File: src/rtl/load_store_unit_pkg.sv
// Shared definitions for the load/store unit: FSM state codes, response
// error codes, RISC-V funct3 encodings and memory size encodings, plus a
// helper that flags funct3 values the unit cannot execute.
package load_store_unit_pkg;

  typedef enum logic [1:0] {
    ST_IDLE   = 2'b00,
    ST_ACCESS = 2'b01,
    ST_WAIT   = 2'b10,
    ST_RESP   = 2'b11
  } lsu_state_t;

  localparam logic [1:0] ERR_OK       = 2'b00;
  localparam logic [1:0] ERR_MISALIGN = 2'b01;
  localparam logic [1:0] ERR_RANGE    = 2'b10;
  localparam logic [1:0] ERR_ILLEGAL  = 2'b11;

  localparam logic [2:0] F3_B  = 3'b000;
  localparam logic [2:0] F3_H  = 3'b001;
  localparam logic [2:0] F3_W  = 3'b010;
  localparam logic [2:0] F3_BU = 3'b100;
  localparam logic [2:0] F3_HU = 3'b101;

  localparam logic [1:0] SIZE_B = 2'b00;
  localparam logic [1:0] SIZE_H = 2'b01;
  localparam logic [1:0] SIZE_W = 2'b10;

  // 011 and 11x are undefined for loads; stores have no unsigned forms.
  function automatic logic funct3_illegal(input logic store, input logic [2:0] funct3);
    return (funct3 == 3'b011) || (funct3[2:1] == 2'b11) || (store && funct3[2]);
  endfunction

endpackage

File: src/rtl/load_store_unit_access_check.sv
// Combinational request checker for the load/store unit.
// Ports:
//   store   in  1   1 = store, 0 = load
//   funct3  in  3   RISC-V funct3 of the request
//   addr    in  32  byte address
//   err     out 2   error code (ERR_* from the package), ERR_OK when clean
//   fault   out 1   request must be rejected without touching memory
module load_store_unit_access_check
  import load_store_unit_pkg::*;
#(
  parameter int DEPTH    = 50,
  parameter bit RO_WORD0 = 1'b1
) (
  input  logic        store,
  input  logic [2:0]  funct3,
  input  logic [31:0] addr,
  output logic [1:0]  err,
  output logic        fault
);

  localparam logic [31:0] ADDR_LIMIT = 32'(DEPTH * 4);

  // Checks are applied in priority order; the first one that trips wins.
  always_comb begin
    err   = ERR_OK;
    fault = 1'b0;
    if (funct3_illegal(store, funct3)) begin
      err   = ERR_ILLEGAL;
      fault = 1'b1;
    end else if ((funct3[1:0] == SIZE_H && addr[0]) ||
                 (funct3[1:0] == SIZE_W && addr[1:0] != 2'b00)) begin
      err   = ERR_MISALIGN;
      fault = 1'b1;
    end else if (addr >= ADDR_LIMIT) begin
      err   = ERR_RANGE;
      fault = 1'b1;
    end else if (RO_WORD0 && store && addr < 32'd4) begin
      // Word 0 is refreshed from an external input every cycle, so a store
      // there would be silently lost; reject it instead.
      err   = ERR_ILLEGAL;
      fault = 1'b1;
    end
  end

endmodule

File: src/rtl/load_store_unit.sv
// Load/store unit: accepts one load/store request at a time from the core,
// checks it, drives the data memory's control strobes for exactly one cycle,
// waits out the memory's one-cycle synchronous read and returns a single
// response pulse.
// Ports:
//   clk, rst_n                         clock, async active-low reset
//   req_valid/req_ready                core request handshake
//   req_store/req_funct3/req_addr/req_wdata   request fields
//   resp_valid/resp_err/resp_rdata     one-cycle response pulse and payload
//   mem_write/mem_read                 memory strobes (ACCESS state only)
//   store_size/load_size/load_unsigned memory size controls (latched funct3)
//   endereco/write_data                memory byte address and store data
//   read_data                          memory read data, valid after mem_read
module load_store_unit
  import load_store_unit_pkg::*;
#(
  parameter int DEPTH      = 50,
  parameter int ADDR_WIDTH = 10,
  parameter bit RO_WORD0   = 1'b1
) (
  input  logic        clk,
  input  logic        rst_n,
  input  logic        req_valid,
  output logic        req_ready,
  input  logic        req_store,
  input  logic [2:0]  req_funct3,
  input  logic [31:0] req_addr,
  input  logic [31:0] req_wdata,
  output logic        resp_valid,
  output logic [1:0]  resp_err,
  output logic [31:0] resp_rdata,
  output logic        mem_write,
  output logic        mem_read,
  output logic [1:0]  store_size,
  output logic [1:0]  load_size,
  output logic        load_unsigned,
  output logic [31:0] endereco,
  output logic [31:0] write_data,
  input  logic [31:0] read_data
);

  lsu_state_t state, next_state;

  logic                  lat_store;
  logic [2:0]            lat_funct3;
  logic [ADDR_WIDTH-1:0] lat_addr;
  logic [31:0]           lat_wdata;

  logic [1:0] chk_err;
  logic       chk_fault;
  logic       accept;

  load_store_unit_access_check #(
    .DEPTH    (DEPTH),
    .RO_WORD0 (RO_WORD0)
  ) u_check (
    .store  (req_store),
    .funct3 (req_funct3),
    .addr   (req_addr),
    .err    (chk_err),
    .fault  (chk_fault)
  );

  assign accept = req_valid && req_ready;

  always_ff @(posedge clk or negedge rst_n) begin
    if (!rst_n) state <= ST_IDLE;
    else        state <= next_state;
  end

  // Strobes come straight from the state register so they never glitch and
  // mem_write/mem_read can never be high together.
  always_comb begin
    next_state = state;
    req_ready  = 1'b0;
    resp_valid = 1'b0;
    mem_write  = 1'b0;
    mem_read   = 1'b0;
    case (state)
      ST_IDLE: begin
        req_ready = 1'b1;
        if (req_valid) next_state = chk_fault ? ST_RESP : ST_ACCESS;
      end
      ST_ACCESS: begin
        mem_write  = lat_store;
        mem_read   = !lat_store;
        next_state = lat_store ? ST_RESP : ST_WAIT;
      end
      ST_WAIT: next_state = ST_RESP;
      ST_RESP: begin
        resp_valid = 1'b1;
        next_state = ST_IDLE;
      end
      default: next_state = ST_IDLE;
    endcase
  end

  // Request fields are captured on accept even for faulting requests; the
  // strobes stay low for those, so the memory never acts on them. The reset
  // funct3 of W gives the required idle size outputs of 10 / signed.
  always_ff @(posedge clk or negedge rst_n) begin
    if (!rst_n) begin
      lat_store  <= 1'b0;
      lat_funct3 <= F3_W;
      lat_addr   <= '0;
      lat_wdata  <= '0;
      resp_err   <= ERR_OK;
      resp_rdata <= '0;
    end else begin
      if (accept) begin
        lat_store  <= req_store;
        lat_funct3 <= req_funct3;
        lat_addr   <= req_addr[ADDR_WIDTH-1:0];
        lat_wdata  <= req_wdata;
        resp_err   <= chk_err;
        resp_rdata <= '0;
      end else if (state == ST_WAIT) begin
        resp_rdata <= read_data;
      end
    end
  end

  assign store_size    = lat_funct3[1:0];
  assign load_size     = lat_funct3[1:0];
  assign load_unsigned = lat_funct3[2];
  assign endereco      = {{(32-ADDR_WIDTH){1'b0}}, lat_addr};
  assign write_data    = lat_wdata;

endmodule

File: config.mk
export PLATFORM = sky130hd
export DESIGN_NAME = load_store_unit
export DESIGN_NICKNAME = d
export VERILOG_FILES = /design/src/rtl/load_store_unit_pkg.sv /design/src/rtl/load_store_unit_access_check.sv /design/src/rtl/load_store_unit.sv
export SDC_FILE = /design/constraint.sdc
export NUM_CORES = 1
export LEC_CHECK = 0
export ABC_AREA = 1
export BUFFER_PORTS_ARGS = -buffer_cell sky130_fd_sc_hd__buf_4
export CAP_MARGIN = 20
export CORE_MARGIN = 10
export CORE_UTILIZATION = 40
export CTS_CLUSTER_SIZE = 28
export DETAILED_ROUTE_END_ITERATION = 7
export GPL_TIMING_DRIVEN = 0
export PLACE_DENSITY = 0.77
export REMOVE_ABC_BUFFERS = 1
export SYNTH_ARGS = -nofsm -noshare
export SYNTH_HDL_FRONTEND = slang
export SYNTH_SLANG_ARGS = --single-unit
export TNS_END_PERCENT = 100
File: constraint.sdc
create_clock -name clk -period 1.42 [get_ports clk]
set_clock_uncertainty 0.15 [all_clocks]
set_input_delay 0.426 -clock clk [delete_from_list [all_inputs] [get_ports clk]]
set_output_delay 0.426 -clock clk [all_outputs]
set_load 0.005 [all_outputs]
* Word-level counts from Yosys, hierarchy flattened *
Index checks and enable logic that the tools add are counted.
W data, S select, Z words.

storage, ports and cells
  memory bits (writable) = 0
  word-level logic and storage cells = 47
  memories kept = 0
  ROM bits = 0
  register bits after elaboration = 82
  input bits = 103
  bits in latches = 0
  output and inout port bits = 107

cells by class
  muxes and demuxes = 18
  equality and inequality tests = 8
  order comparisons = 2
  div/mod/pow operators = 0
  shift-type cells = 0
  add/subtract/negate cells = 0
  $mul = 0
  reduce and logical (&&, ||, !) cells = 12
  bitwise gates (word level) = 0

operator list
  cell                   count
  $mux W32               2
  $ge A32 B8 Y1 const B  1
  $lt A32 B3 Y1 const B  1
  $mux W2                6
  $mux W1                9
  $eq A2 B2 Y1 const B   4
  $pmux W2 S4            1
  $logic_and A1 B1 Y1    5
  $eq A2 B1 Y1 const B   2
  $reduce_bool A2 Y1     2
  $eq A3 B2 Y1 const B   1
  $logic_or A1 B1 Y1     3
  $logic_not A2 Y1       1
  $ne A2 B2 Y1 const B   1
  $logic_not A1 Y1       1

* Logic depth before layout (Yosys ltp) *
Gate-level depths: netlist of the first run.

  depth after elaboration = 9
  mapped depth = 8
  depth with buffers taken out = 8

* Hierarchy *
A second synthesis of the first run with hierarchy kept.

second synthesis, totals
  cell total of the unflattened synthesis = 466
  area total of the unflattened synthesis = 3,895.0 um^2

modules (own cells, without submodules)
  module                        area each (um^2)  cells each  instances
  load_store_unit               3,624.7           402         1
  load_store_unit_access_check  270.3             64          1

* Worst setup path after synthesis of the first run *
OpenSTA, ideal clock, no wires.

  path kind = register -> register
  start = register state[0]
  end = register resp_err[1]
  path slack = -0.099 ns
  arrival time = 1.247 ns
  required time = 1.147 ns
  cell stages (with the launch flop) = 7
  library setup time = 0.123 ns
  cells stage by stage = dfrtp_1 inv_1 ha_1 nand2_4 buf_6 nor3_2 a21oi_1

on the way
  word-level cells in the longest chain between the ends = 3

ends and longest elaborated chain
  item                      RTL line                RTL
  start: declaration        load_store_unit.sv:42   lsu_state_t state, next_state;
  start signal: assignment  load_store_unit.sv:68   else state <= next_state;
  $logic_not A2 Y1          load_store_unit.sv:79   case (state)
  $mux W1                   load_store_unit.sv:79
  net req_ready             load_store_unit.sv:24   output logic req_ready,
  $logic_and A1 B1 Y1       load_store_unit.sv:64   assign accept = req_valid && req_ready;
  end signal: assignment    load_store_unit.sv:115  resp_err <= chk_err;
  end: declaration          load_store_unit.sv:30   output logic [1:0] resp_err,

The timed path passes the listed nets, and every way through them passes these cells.
A chain may end at the register's enable or synchronous reset.

* Worst setup path after layout of the first run *
  start = register state[0]
  end = output mem_read

on the way
  word-level cells in the longest chain between the ends = 2

ends and longest elaborated chain
  item              RTL line               RTL
  $eq A2 B1 Y1      load_store_unit.sv:79
  $mux W1           load_store_unit.sv:79
  end: declaration  load_store_unit.sv:33  output logic mem_read,

Every way passes these cells.

==> reports/metrics.cfg, run 1 <==
[clock_tree]
numCtsBuffers = 9
cts_tree = yes
clk_pin_slew_ns = 0.09
clk_path_buf_depth = 2
hold_buffers = 0
cts-root-buf = clkbuf_8
htree_num_levels = 3
clk_latency_ns = 0.34
clkSinkCount = 82

[logic_synthesis]
yosysSeqAreaShare_pct = 55.1
synth_compound_area_share_pct = 10.8
synth_area_mm2 = 0.00372
synth_seq_cells = 82
synth_fa_ha_area_share_pct = 1.34
yosysWarnings = 0
synth.distinct_cells = 20
avgSynthCellArea_um2 = 8.35
synth_xor_area_share_pct = 0
synth_top_family_by_area = simple AND/OR/NAND/NOR gates
yosys.area_share.simple_pct = 18.6
synthMuxAreaShare_pct = 0
syn-instance-count = 446

[floorplanning]
die_area_mm2 = 0.0136
fp.dieW_um = 116
num_rows = 35
fp.coreArea_mm2 = 0.00915
start_util_pct = 40.7
io_pins = 210
die_height_um = 116

[placement]
placed_cells = 721
place_ws_ns = -1.28
gp_congestion = 0.732
dp_hpwl_mm = 8.08
port_buffers = 187

[worst_setup_path]
crit_path_max_fanout = 4
reg2reg_to = write_data[28]
start_kind = flip-flop
cp.required_ns = 0.84
reg2reg_slack_ns = -0.28
crit_type = flip-flop to output port
worstPathArrival_ns = 1.32
cp-startpoint = state[0]
path_cells = ha_2 -> inv_1 -> nor2_1 -> buf_4
cpPeakStageDelay_ns = 0.46
r2r_start = state[0]
rr_worst_depth = 8
endpoint_kind = output port
crit_end = mem_read
cp_slowest_cell = dfrtp_1

[cells_and_area]
n_antenna_cell = 0
final_cell_mix = buf_4 (178), nand2_1 (99), buf_6 (85), dfrtp_1 (81), inv_1 (52)
final_common_cell = buf_4
final_layout_size_suffix_gt1_share_pct = 59.8
final_nets = 845
area_delta_synth_final_pct = 101
utilization_pct = 81.9
seq_area_mm2 = 0.00205
final_cells = 852
n_fill_cell = 504
multiInputGateArea_mm2 = 0.00208

[sta]
setup_violations = 167
period_needed_ns = 1.90
period_share_pct = 133
layout_setup_ws_ns = -0.475
holdWs_ns = -0.101
rsz0062_at_grt = yes
hold_viol = 38
fmax_mhz = 528
slew_viol_final = 0
worst_pin_slew_ns = 0.854
maxSlewHeadroom_pct = 43.0

[power_and_ir_drop]
power_uw = 17400
p_leak_uw = 0.00384
vdd_ir_drop_max_uv = 1060
power_density_mw_per_mm2 = 2320

[min_path]
min_path_type = input port to asynchronous set/reset pin

[routing]
ant_nets = 0
drt_iter0_markers = 224
firstDrtPassIters = 4
vias_per_cell = 4.99
dr_total_vias = 4255
wirelength_mm = 17.9
post_drt_wl_per_cell_um = 21.0
drc = 0

[global_routing]
grtUsageTotal_pct = 22.2
grt_antenna_before_repair = 0
grt_pass1_vias = 4220
grt_pass1_wl_mm = 23.1
grt_overflow_total = 0
grt_max_degree = 83

[outcome]
violations = negative hold slack, negative setup slack
outcome = finished with violations

[flow_run]
cap_viol_max_count = 0

[sequential cells by signal (all words and copies together), names as in the netlist]
register	count
resp_rdata	32
write_data	32
lat_addr	10
lat_funct3	3
resp_err	2
state	2
lat_store	1
[logic make-up after synthesis]
| family | count (synthesis) |
|---|---|
| AOI/OAI and AO/OA | 80 |
| adders and majority gates | 4 |
| buffers and inverters | 101 |
| DFF | 82 |
| and+or+nand+nor | 178 |
| other | 1 |
[metrics by stage]
step | instance area (µm²) | TNS (ns)
2_1_floorplan | 3500 | -46.32
3_3_place_gp | 5040 | -89.48
3_5_place_dp | 5040 | -79.37
4_1_cts | 6770 | -12.55
5_1_grt | 7490 | -23.67
6_report | 7490 | -19.88
[worst min-delay path by stage]
stage	start	endpoint	slack, ns	cells past startpoint
2_1_floorplan	rst_n	lat_addr[0]	-0.02	0
3_3_place_gp	write_data[3]	write_data[3]	0.31	2
3_5_place_dp	write_data[10]	write_data[10]	0.32	2
4_1_cts	req_wdata[23]	write_data[23]	0.11	3
5_1_grt	rst_n	resp_rdata[10]	-0.09	1
6_report	rst_n	resp_rdata[2]	-0.10	1
[layout make-up]
cell class	instances	share of cell area (%)
timing repair buffer	281	35.8
multi-input combinational	300	27.8
sequential	82	27.4
inverter	57	3.07
tap	111	1.85
clock buffer	10	1.84
timing repair inverter	7	1.25
clock inverter	4	1.02
[power breakdown]
group	internal, µW	switching, µW	total, µW
combinational	6180	4830	11000
clock	1030	879	1910
sequential	3500	963	4460
total	10700	6670	17400
[per-layer routing]
| metal | track usage, % | up-vias | part of all wire, % |
|---|---|---|---|
| li1 | - | 1937 | - |
| met1 | 23.3 | 2076 | 35 |
| met2 | 41.6 | 202 | 53 |
| met3 | 7.60 | 40 | 8.4 |
| met4 | 4.75 | 0 | 3.3 |
| met5 | 0 | - | 0 |
[repair_timing]
item / 4_1_cts / 5_1_grt
resized for setup: 236 / 86
pin swaps: 29 / 10
cloned: 22 / 5
endpoints found under the setup margin: 167 / 167
hold endpoints to repair: 0 / 38
setup buffers: 50 / 40
[critical path: cells and delay by family (launching register included)]
| family | cells | cell delay, ns |
|---|---|---|
| adder cells (fa/ha/maj) | 1 | 0.23 |
| buffers and inverters | 2 | 0.18 |
| flip-flops | 1 | 0.46 |
| AND/OR/NAND/NOR | 1 | 0.10 |
[synthesized netlist by cell type, drive strengths merged]
master	number	share of area (%)
nor2	24	2.4
a21oi	37	5.0
o211ai	1	0.20
ha	4	1.3
o21ai	42	5.6
nand3	5	0.67
nand2	146	15
conb	1	0.10
dfrtp	81	54
buf	36	7.4
dfstp	1	0.71
clkbuf	8	0.84
inv	57	5.7
and2	2	0.34
nor3	1	0.27
(Power assumes the default switching activity.)
==> inputs of run 2 (changes only) <==
--- a/config.mk
+++ b/config.mk
@@ -13,9 +13,11 @@
 export CTS_CLUSTER_SIZE = 28
 export DETAILED_ROUTE_END_ITERATION = 7
 export GPL_TIMING_DRIVEN = 0
-export PLACE_DENSITY = 0.77
+export PLACE_DENSITY = 0.76
 export REMOVE_ABC_BUFFERS = 1
+export SETUP_SLACK_MARGIN = 0.2
 export SYNTH_ARGS = -nofsm -noshare
 export SYNTH_HDL_FRONTEND = slang
+export SYNTH_HIERARCHICAL = 1
 export SYNTH_SLANG_ARGS = --single-unit
 export TNS_END_PERCENT = 100
==> run 2 against run 1 <==
Effect of this change:
- the run still ends with negative hold slack, negative setup slack left
- total power up 3.3%
- first-iteration DRC count grew 47%
- synthesized area grew 4.6%
- design area increased by 4.3%
- critical endpoint is now resp_rdata[16]
==> reports/metrics.cfg, run 2 <==
[cells_and_area]
final_nets = 880  ; +4.1%
n_antenna_cell = 0  ; unchanged
finish.instance_area_mm2 = 0.00782  ; +4.3%
final_layout_size_suffix_gt1_share_pct = 63.6  ; +3.8 points
area_delta_synth_final_pct = 101
final_cells = 906  ; +6.3%
n_fill_cell = 512  ; +1.6%
utilization_pct = 83.4  ; +1.5 points
final_common_cell = buf_4
final_cell_mix = buf_4 (193), buf_6 (91), dfrtp_1 (79), nand2_1 (70), nand2_2 (47)

[clock_tree]
hold_buffers = 0  ; unchanged
htree_num_levels = 3  ; unchanged
clk_path_buf_depth = 2  ; unchanged
clk_latency_ns = 0.34  ; about the same
clkSinkCount = 82  ; unchanged
numCtsBuffers = 9  ; unchanged
cts_tree = yes
cts-root-buf = clkbuf_8
clk_pin_slew_ns = 0.10  ; about the same

[routing]
drt_iter0_markers = 330  ; +47%
dr_total_vias = 4659  ; +9.5%
ant_nets = 0  ; unchanged
vias_per_cell = 5.14  ; +3.0%
firstDrtPassIters = 4  ; unchanged
drc = 0  ; unchanged
wirelength_mm = 19.5  ; +8.9%
post_drt_wl_per_cell_um = 21.5  ; +2.4%

[logic_synthesis]
synth_top_cell_by_area = dfrtp_1
synth_seq_cells = 82  ; unchanged
synth_edf_count = 0  ; unchanged
synth_area_leaders = dfrtp_1 (52%), nand2_1 (12%), nor2_1 (7.3%), nand3_1 (6.8%), buf_4 (5.6%)
yosysMostFrequentCell = nand2_1
yosysTopAreaCellShare_pct = 52.0  ; -2.4 points
syn-instance-count = 466  ; +4.5%
avgSynthCellArea_um2 = 8.36  ; +0.11%
async_reset_ff_share_pct = 100  ; unchanged
synth.distinct_cells = 25  ; +25%
yosysWarnings = 6  ; +6
yosysSeqAreaShare_pct = 52.7  ; -2.4 points
synthFlopType = dfrtp_1
yosys-top-cells-count = nand2_1 (124), dfrtp_1 (81), nor2_1 (76), nand3_1 (53), inv_1 (31)
synth_area_mm2 = 0.00389  ; +4.6%

[global_routing]
grt_pass1_wl_mm = 26.6  ; +15%
grt_overflow_total = 0  ; unchanged
grt_pass1_vias = 4820  ; +14%
grt_max_degree = 83  ; unchanged
grtUsageTotal_pct = 23.6  ; +1.4 points
grt_antenna_before_repair = 0  ; unchanged

[placement]
dpl-instance-area_mm2 = 0.00517  ; +2.6%
dp_hpwl_mm = 9.10  ; +13%
gp_congestion = 0.815  ; +11%
port_buffers = 187  ; unchanged
placed_cells = 754  ; +4.6%

[worst_setup_path]
path_delay_family = buffers and inverters
path_cells = inv_2 -> ha_4 -> buf_6 -> buf_6 -> buf_8 -> buf_12 -> buf_12 -> nand2_8 -> o21ai_1 -> nor2_1
endpoint_kind = flip-flop
cp_num_buf_inv = 6  ; +4
worstPathArrival_ns = 2.05  ; +0.73 ns
crit_path_max_fanout = 6  ; +2
cp.required_ns = 1.53  ; +0.69 ns
crit_type = flip-flop to flip-flop
cp_slowest_cell = dfrtp_2
cpPeakStageDelay_ns = 0.43  ; -0.03 ns
start_kind = flip-flop

[power_and_ir_drop]
seqPwrFrac_pct = 25.1  ; -0.6 points
p_sw_share_pct = 39.1  ; +0.72 points
p_int_uw = 10900  ; +2.1%
vdd_ir_drop_max_uv = 1120  ; +6.3%
p_leak_uw = 0.00392  ; +2.1%
clkPwrFrac_pct = 9.1  ; -1.9 points
power_density_mw_per_mm2 = 2300  ; -0.91%
power_switching_uw = 7020  ; +5.3%
combinationalPowerShare_pct = 65.8  ; +2.5 points

[floorplanning]
die_height_um = 119  ; +1.9%
num_rows = 35  ; unchanged
die_area_mm2 = 0.0141  ; +3.8%
io_pins = 210  ; unchanged
start_util_pct = 41.6  ; +0.88 points
fp.dieW_um = 119  ; +1.9%
fp.coreArea_mm2 = 0.00937  ; +2.4%

[outcome]
outcome = finished with violations
violations = negative hold slack, negative setup slack

[sta]
period_needed_ns = 1.93  ; +0.0387 ns
hold_viol = 27  ; -29%
final.setup.tns_ns = -34.11  ; -14.23 ns
maxSlewHeadroom_pct = 43.4  ; +0.37 points
period_share_pct = 136  ; +2.7 points
setup_violations = 167  ; unchanged
fmax_mhz = 517  ; -2.0%
holdWs_ns = -0.165  ; -0.0639 ns
slew_viol_final = 0  ; unchanged
layout_setup_ws_ns = -0.514  ; -0.0387 ns
rsz0062_at_grt = yes
worst_pin_slew_ns = 0.849  ; -0.00555 ns

[min_path]
min_path_type = input port to asynchronous set/reset pin

[flow_run]
cap_viol_max_count = 0  ; unchanged

-- run 2: power groups by stage --
| stage | clock network [µW] | logic, µW | registers, µW |
|---|---|---|---|
| floorplan | 0 | 1970 | 4220 |
| global placement | 0 | 4810 | 4110 |
| detailed placement | 0 | 5050 | 4180 |
| CTS | 1650 | 9520 | 4360 |
| global route | 1770 | 12400 | 4600 |
| finish | 1640 | 11800 | 4500 |
-- run 2: worst paths after layout --
kind | startpoint | slack (ns) | end | cells past startpoint
min in group clk | req_wdata[10] | 0.14 | write_data[10] | 3
worst min-delay path | rst_n | -0.16 | resp_rdata[27] | 1
max in group asynchronous | rst_n | 0.59 | lat_funct3[1] | 2
worst max-delay path | state[0] | -0.51 | resp_rdata[16] | 10
worst max register to register | state[0] | -0.51 | resp_rdata[16] | 10
worst min register to register | write_data[2] | 0.37 | write_data[2] | 2
-- run 2: kinds of logic (layout without fill, tap and decap cells) --
family | Yosys count | after routing | share of synthesized area (%)
buffers and inverters | 81 | 358 | 13.1
DFF | 82 | 82 | 52.7
other | 1 | 22 | 0.0963
adders and majority gates | 5 | 5 | 1.61
and+or+nand+nor | 261 | 274 | 27.8
AOI/OAI and AO/OA | 36 | 36 | 4.69
-- run 2: area by class of cell --
cell class                      count  area (µm²)  share of cell area (%)
Tap cell                          129         161                    2.07
Inverter                           31         123                    1.57
Sequential cell                    82        2060                    26.3
Clock buffer                       11         151                    1.94
Clock inverter                      5        37.5                   0.480
Timing Repair Buffer              310        3030                    38.8
Timing Repair inverter              1        7.51                  0.0961
Multi-Input combinational cell    337        2250                    28.8
-- run 2: timing repair --
item | 4_1_cts | 5_1_grt
setup buffers | 71 | 43
cloned | 20 | 1
hold endpoints to repair | 0 | 27
pin swaps | 16 | 41
setup endpoints to repair | 167 | 167
resized for setup | 210 | 104
-- run 2: metrics by stage --
stage          total power (µW)  setup WS [ns]
2_1_floorplan              6180          -1.08
3_3_place_gp               8920          -2.00
5_1_grt                   18800         -0.536
3_5_place_dp               9230          -1.53
4_1_cts                   15500         -0.420
6_report                  18000         -0.514
-- run 2: routing by layer --
| layer | vias to the layer above | routed length [µm] | GRT usage (%) |
|---|---|---|---|
| li1 | 2049 | - | - |
| met1 | 2294 | 7360 | 26.8 |
| met2 | 279 | 9710 | 40.1 |
| met3 | 37 | 1980 | 8.76 |
| met4 | 0 | 424 | 7.63 |
| met5 | - | 0 | 0 |
